### src/rtl/image_pipe_if.sv
// image_pipe_if: one image pipe (pixel data plus start/stop/valid/ready).
//   data  - pixel data, DataWidth bits
//   start - first pixel of frame
//   stop  - last pixel of frame
//   valid - producer has a pixel this cycle
//   ready - consumer accepts the pixel this cycle
// master modport drives the pixel, slave modport drives ready.
interface image_pipe_if #(
    parameter int unsigned DataWidth = 24
);
    logic [DataWidth-1:0] data;
    logic                 start;
    logic                 stop;
    logic                 valid;
    logic                 ready;

    modport master (output data, output start, output stop, output valid, input ready);
    modport slave  (input data, input start, input stop, input valid, output ready);
endinterface

### src/rtl/image_frame_arbiter.sv
// image_frame_arbiter: shares one downstream image pipe between two frame sources.
// Grant is held for a whole frame and alternates round-robin between frames. Frame length
// is policed against ImageWidth*ImageHeight so a bad source cannot hog the output.
//   i_clk         - clock, rising edge
//   i_reset       - synchronous active-high reset
//   i_src0/i_src1 - upstream pipes (slave)
//   o_dst         - downstream pipe (master), registered pixel
//   o_grant       - one-hot active source, 2'b00 when idle
//   o_frame_error - one-cycle pulse: frame length violation
//   o_sync_error  - one-cycle pulse: orphan pixel drained while idle
module image_frame_arbiter #(
    parameter int unsigned ImageWidth  = 100,
    parameter int unsigned ImageHeight = 100,
    parameter int unsigned DataWidth   = 24
) (
    input  logic         i_clk,
    input  logic         i_reset,
    image_pipe_if.slave  i_src0,
    image_pipe_if.slave  i_src1,
    image_pipe_if.master o_dst,
    output logic [1:0]   o_grant,
    output logic         o_frame_error,
    output logic         o_sync_error
);
    localparam int unsigned NumPixels  = ImageWidth * ImageHeight;
    localparam int unsigned CountWidth = (NumPixels > 1) ? $clog2(NumPixels) : 1;
    localparam logic [CountWidth-1:0] LastIdx = CountWidth'(NumPixels - 1);

    typedef enum logic {StIdle, StLocked} state_e;

    state_e                r_state, w_state_next;
    logic                  r_last_grant, w_last_grant_next;  // 1: source 1 served last
    logic [CountWidth-1:0] r_count, w_count_next;
    logic [1:0]            r_grant, w_grant_next;
    logic                  r_out_valid, w_out_valid_next;
    logic                  r_out_start, w_out_start_next;
    logic                  r_out_stop, w_out_stop_next;
    logic [DataWidth-1:0]  r_out_data, w_out_data_next;
    logic                  r_frame_error, w_frame_error_next;
    logic                  r_sync_error, w_sync_error_next;

    logic                  w_req0, w_req1, w_drain0, w_drain1;
    logic                  w_out_free, w_sel, w_xfer, w_last;
    logic                  w_ready0, w_ready1;
    logic [DataWidth-1:0]  w_sel_data;
    logic                  w_sel_start, w_sel_stop, w_sel_valid;

    always_comb begin
        w_req0      = i_src0.valid && i_src0.start;
        w_req1      = i_src1.valid && i_src1.start;
        w_drain0    = i_src0.valid && !i_src0.start;
        w_drain1    = i_src1.valid && !i_src1.start;
        // Output register can take a pixel when empty or being emptied this cycle.
        w_out_free  = !r_out_valid || o_dst.ready;
        w_sel       = r_grant[1];
        w_sel_data  = w_sel ? i_src1.data  : i_src0.data;
        w_sel_start = w_sel ? i_src1.start : i_src0.start;
        w_sel_stop  = w_sel ? i_src1.stop  : i_src0.stop;
        w_sel_valid = w_sel ? i_src1.valid : i_src0.valid;
    end

    always_comb begin
        w_state_next       = r_state;
        w_last_grant_next  = r_last_grant;
        w_count_next       = r_count;
        w_grant_next       = r_grant;
        w_out_valid_next   = r_out_valid && !o_dst.ready;
        w_out_start_next   = r_out_start;
        w_out_stop_next    = r_out_stop;
        w_out_data_next    = r_out_data;
        w_frame_error_next = 1'b0;
        w_sync_error_next  = 1'b0;
        w_ready0           = 1'b0;
        w_ready1           = 1'b0;
        w_xfer             = 1'b0;
        w_last             = 1'b0;

        unique case (r_state)
            StIdle: begin
                // Orphan pixels are swallowed; a source showing start is never drained.
                w_ready0          = w_drain0;
                w_ready1          = w_drain1;
                w_sync_error_next = w_drain0 || w_drain1;
                if (w_req0 || w_req1) begin
                    w_state_next = StLocked;
                    w_count_next = '0;
                    if (w_req0 && (!w_req1 || r_last_grant)) begin
                        w_grant_next = 2'b01;
                    end else begin
                        w_grant_next = 2'b10;
                    end
                end
            end
            StLocked: begin
                w_ready0 = r_grant[0] && w_out_free;
                w_ready1 = r_grant[1] && w_out_free;
                w_xfer   = w_sel_valid && w_out_free;
                w_last   = w_sel_stop || (r_count == LastIdx);
                if (w_xfer) begin
                    w_out_valid_next   = 1'b1;
                    w_out_data_next    = w_sel_data;
                    w_out_start_next   = (r_count == '0);
                    w_out_stop_next    = w_last;
                    w_frame_error_next = (w_sel_stop && (r_count != LastIdx))
                                      || (!w_sel_stop && (r_count == LastIdx))
                                      || (w_sel_start && (r_count != '0));
                    if (w_last) begin
                        w_state_next      = StIdle;
                        w_last_grant_next = w_sel;
                        w_grant_next      = 2'b00;
                        w_count_next      = '0;
                    end else begin
                        w_count_next = r_count + 1'b1;
                    end
                end
            end
            default: w_state_next = StIdle;
        endcase
    end

    always_ff @(posedge i_clk) begin
        if (i_reset) begin
            r_state       <= StIdle;
            r_last_grant  <= 1'b1;
            r_count       <= '0;
            r_grant       <= 2'b00;
            r_out_valid   <= 1'b0;
            r_out_start   <= 1'b0;
            r_out_stop    <= 1'b0;
            r_out_data    <= '0;
            r_frame_error <= 1'b0;
            r_sync_error  <= 1'b0;
        end else begin
            r_state       <= w_state_next;
            r_last_grant  <= w_last_grant_next;
            r_count       <= w_count_next;
            r_grant       <= w_grant_next;
            r_out_valid   <= w_out_valid_next;
            r_out_start   <= w_out_start_next;
            r_out_stop    <= w_out_stop_next;
            r_out_data    <= w_out_data_next;
            r_frame_error <= w_frame_error_next;
            r_sync_error  <= w_sync_error_next;
        end
    end

    // Ready is combinational; hold it low while reset is asserted.
    assign i_src0.ready  = w_ready0 && !i_reset;
    assign i_src1.ready  = w_ready1 && !i_reset;
    assign o_dst.valid   = r_out_valid;
    assign o_dst.start   = r_out_start;
    assign o_dst.stop    = r_out_stop;
    assign o_dst.data    = r_out_data;
    assign o_grant       = r_grant;
    assign o_frame_error = r_frame_error;
    assign o_sync_error  = r_sync_error;
endmodule

### src/flat_wrapper.sv
// flat-port wrapper written by rule: the top's interface ports become plain ports
module image_frame_arbiter_flat 
#(
    parameter int unsigned ImageWidth  = 100,
    parameter int unsigned ImageHeight = 100,
    parameter int unsigned DataWidth   = 24
)
  (i_clk, i_reset, o_grant, o_frame_error, o_sync_error, i_src0_data, i_src0_start, i_src0_stop, i_src0_valid, i_src0_ready, i_src1_data, i_src1_start, i_src1_stop, i_src1_valid, i_src1_ready, o_dst_data, o_dst_start, o_dst_stop, o_dst_valid, o_dst_ready);
  image_pipe_if #(.DataWidth(DataWidth)) i_src0_i ();
  image_pipe_if #(.DataWidth(DataWidth)) i_src1_i ();
  image_pipe_if #(.DataWidth(DataWidth)) o_dst_i ();
  input  logic i_clk;
  input  logic i_reset;
  output logic [1:0] o_grant;
  output logic o_frame_error;
  output logic o_sync_error;
  input wire logic [$bits(i_src0_i.data)-1:0] i_src0_data;
  input wire logic [$bits(i_src0_i.start)-1:0] i_src0_start;
  input wire logic [$bits(i_src0_i.stop)-1:0] i_src0_stop;
  input wire logic [$bits(i_src0_i.valid)-1:0] i_src0_valid;
  output wire logic [$bits(i_src0_i.ready)-1:0] i_src0_ready;
  input wire logic [$bits(i_src1_i.data)-1:0] i_src1_data;
  input wire logic [$bits(i_src1_i.start)-1:0] i_src1_start;
  input wire logic [$bits(i_src1_i.stop)-1:0] i_src1_stop;
  input wire logic [$bits(i_src1_i.valid)-1:0] i_src1_valid;
  output wire logic [$bits(i_src1_i.ready)-1:0] i_src1_ready;
  output wire logic [$bits(o_dst_i.data)-1:0] o_dst_data;
  output wire logic [$bits(o_dst_i.start)-1:0] o_dst_start;
  output wire logic [$bits(o_dst_i.stop)-1:0] o_dst_stop;
  output wire logic [$bits(o_dst_i.valid)-1:0] o_dst_valid;
  input wire logic [$bits(o_dst_i.ready)-1:0] o_dst_ready;
  assign i_src0_i.data = i_src0_data;
  assign i_src0_i.start = i_src0_start;
  assign i_src0_i.stop = i_src0_stop;
  assign i_src0_i.valid = i_src0_valid;
  assign i_src0_ready = i_src0_i.ready;
  assign i_src1_i.data = i_src1_data;
  assign i_src1_i.start = i_src1_start;
  assign i_src1_i.stop = i_src1_stop;
  assign i_src1_i.valid = i_src1_valid;
  assign i_src1_ready = i_src1_i.ready;
  assign o_dst_data = o_dst_i.data;
  assign o_dst_start = o_dst_i.start;
  assign o_dst_stop = o_dst_i.stop;
  assign o_dst_valid = o_dst_i.valid;
  assign o_dst_i.ready = o_dst_ready;
  image_frame_arbiter #(.ImageWidth(ImageWidth), .ImageHeight(ImageHeight), .DataWidth(DataWidth)) u_core (.i_clk(i_clk), .i_reset(i_reset), .i_src0(i_src0_i), .i_src1(i_src1_i), .o_dst(o_dst_i), .o_grant(o_grant), .o_frame_error(o_frame_error), .o_sync_error(o_sync_error));
endmodule
### config.mk
export PLATFORM = sky130hd
export DESIGN_NAME = image_frame_arbiter_flat
export DESIGN_NICKNAME = d
export VERILOG_FILES = /design/src/rtl/image_pipe_if.sv /design/src/rtl/image_frame_arbiter.sv /design/src/flat_wrapper.sv
export SDC_FILE = /design/constraint.sdc
export NUM_CORES = 1
export LEC_CHECK = 0
export ABC_AREA = 1
export CAP_MARGIN = 20
export CORE_MARGIN = 2
export CORE_UTILIZATION = 49
export CTS_BUF_LIST = sky130_fd_sc_hd__clkbuf_4
export DETAILED_ROUTE_END_ITERATION = 12
export HOLD_SLACK_MARGIN = 0.08
export PLACE_DENSITY = 0.95
export SYNTH_ARGS = -nofsm -noshare
export SYNTH_HDL_FRONTEND = slang
export SYNTH_SLANG_ARGS = --single-unit
### constraint.sdc
create_clock -name i_clk -period 2.41 [get_ports i_clk]
set_input_delay 0.241 -clock i_clk [delete_from_list [all_inputs] [get_ports i_clk]]
set_output_delay 0.241 -clock i_clk [all_outputs]
set_load 0.005 [all_outputs]
==> results_dict.tcl <==
set metrics [dict create \
    drc 0 \
    final_cell_mix "105 x nand2_1, 89 x clkdlybuf4s50_1, 47 x dfxtp_1" \
    whs_ns 0.494 \
    p_sw_frac 0.283 \
    hold_viol 0 \
    final_max_slew_viol_count 0 \
    cts_tree "done" \
    ys_ff_latch 47 \
    grt_overflow_total 0 \
    setup_viol 0 \
    htreeDepth 2 \
    p_leak_nw 1.51 \
    slew_headroom 0.712 \
    tightest_slew_ns 0.431 \
    critPathCaptureType "output pin" \
    core_area_um2 4660 \
    p_int_w 0.00117 \
    layout_commonest_cell "nand2_1" \
    clk_root_buffer_cell "clkbuf_4" \
    cap_viol_max_count 0 \
    finalInstanceArea_um2 3290 \
    syn2layout_area_growth_pct 41.2 \
    fillers 370 \
    totalPowerFinal_w 0.00163 \
    wl_met2_um 3120 \
    syn_avg_cell_area_um2 7.21 \
    min_path_type "register to register" \
    antenna_found_initial 0 \
    seqPwrFrac 0.525 \
    cp.required_ns 2.17 \
    ys_seq_area_frac 0.404 \
    hpwl_um 4520 \
    dpl_cell_area_um2 3230 \
    antenna_cells 0 \
    met1_length_um 2420 \
    initial_utilization 0.500 \
    die_w_um 72.9 \
    place_congestion 0.894 \
    drive_gt1_frac 0.0393 \
    yosysTopAreaCell "dfxtp_1" \
    power.density_nw_per_um2 496 \
    rsz0062_at_grt "false" \
    syn_nets 383 \
    cts.sinks 47 \
    fin_crit_sh 0.846 \
    grt_max_degree 41 \
    netlist_instances 323 \
    post_cts_buffers 0 \
    vias_per_cell 5.32 \
    firstDrtPassIters 5 \
    dr_wl_met3_um 433 \
    finalSetupTns_ns 0 \
    ys_warn_count 0 \
    layout.nets 466 \
    wirelength_um 6160 \
    max_freq_mhz 490 \
    clockBufferDepth 2 \
    clock_latency_ns 0.37 \
    period_needed_ns 2.04 \
    synth.area.top_cells "dfxtp_1 40%, nand2_1 17%, o211a_1 10%, nand3_1 8.4%, nor2_1 4.5%" \
    synth.distinct_cells 22 \
    power.net_switching_w 0.000462 \
    grt_pass1_wl_um 9980 \
    synth_area_um2 2330 \
    status "finished, final reports clean" \
    yosysTopAreaCellShare 0.404 \
    synth_edf_count 0 \
    clk_pin_slew_ns 0.13 \
    ant_nets 0 \
    top_layer "met4" \
    path_max_fanout 27 \
    async_reset_ff_frac 0 \
    dieArea_um2 5320 \
    cts.repair.resized 0 \
    clock_skew_ns 0.00669 \
    ioPinCount 90 \
    crit_path_start_kind "register" \
    crit_type "register to output pin" \
    crit_arrival_ns 1.80 \
    row_count 25 \
    cts_buffers 5 \
    drt-initial-drc-count 124 \
    pwr-share-comb 0.252 \
    route.vias.total 2452 \
    track_usage 0.244 \
    holdBufCountCts 0 \
    irDropWorstVdd_v 0.000348 \
    portBuffers 89 \
    pwr-share-clk 0.224 \
    die_h_um 72.9 \
    synthFlopType "dfxtp_1" \
    wl_per_cell_um 13.4 \
    grt_pass1_vias 2280 \
]
## through the flow
step | setup WS [ns] | cells | utilization
detailed placement | 0.501 | 453 | 0.694
floorplan | 0.800 | 323 | -
global placement | 0.549 | 453 | 0.694
finish | 0.371 | 461 | 0.705
global route | 0.265 | 461 | 0.705
CTS | 0.370 | 461 | 0.705
## final timing paths
check / from / to / cells past startpoint / slack (ns)
setup / recovery: u_core.o_grant[1] / o_grant[1] / 2 / 0.37
hold / removal: u_core.o_grant[0] / u_core.o_grant[0] / 2 / 0.49
setup reg to reg: u_core.o_grant[1] / u_core.o_dst.data[7] / 8 / 0.54
hold reg to reg: u_core.o_grant[0] / u_core.o_grant[0] / 2 / 0.49
## logic make-up after synthesis
logic type               count (synthesis)  share of synthesized area
AO/OA/AOI/OAI                           47                      0.163
flip-flops                              47                      0.404
AND/OR/NAND/NOR                        184                      0.334
multiplexers                             1                    0.00430
buffers and inverters                   41                     0.0779
adder cells (fa/ha/maj)                  3                     0.0161
## sequential cells by signal, summed over array words and instances, names as in the netlist
name and count:
u_core.o_dst.start 1, u_core.r_state 1, u_core.o_frame_error 1, u_core.o_sync_error 1
u_core.o_dst.data 24, u_core.o_grant 2, u_core.r_count 14, u_core.r_last_grant 1
u_core.o_dst.stop 1, u_core.o_dst.valid 1
## cell usage after synthesis (4+ instances only)
| master | number |
|---|---|
| inv_1 | 22 |
| dfxtp_1 | 47 |
| a21oi_1 | 16 |
| buf_2 | 7 |
| nand3_1 | 39 |
| nand2_1 | 105 |
| nor2_1 | 28 |
| clkbuf_1 | 4 |
| o21ai_0 | 4 |
| nand4_1 | 5 |
| o211a_1 | 24 |
## routing by layer
metal  track usage  vias to the layer above
met4         0.105                        0
met5             0                        -
met1         0.280                     1110
met2         0.411                       96
li1              -                     1227
met3        0.0856                       19
## power groups by stage
stage	clock network (W)	logic [W]	registers, W
2_1_floorplan	0	0.000196	0.000871
3_3_place_gp	0	0.000397	0.000871
3_5_place_dp	0	0.000411	0.000873
4_1_cts	0.000379	0.000413	0.000856
5_1_grt	0.000405	0.000451	0.000862
6_report	0.000365	0.000411	0.000856
## final cells by class
type / instances / area (um^2) / share of cell area
well taps: 54 / 67.6 / 0.0206
clock buffers: 6 / 45.0 / 0.0137
repair buffers: 92 / 926 / 0.282
flip-flops and latches: 47 / 941 / 0.286
multi-input cells: 235 / 1210 / 0.367
inverters: 25 / 93.8 / 0.0285
clock inverters: 2 / 7.51 / 0.00228
## critical path: stages (launching register included)
cell             delay [ns]
dfxtp_1                0.51
buf_4                  0.35
clkdlybuf4s50_1        0.56
No activity file was read; power rests on OpenSTA's default activity.
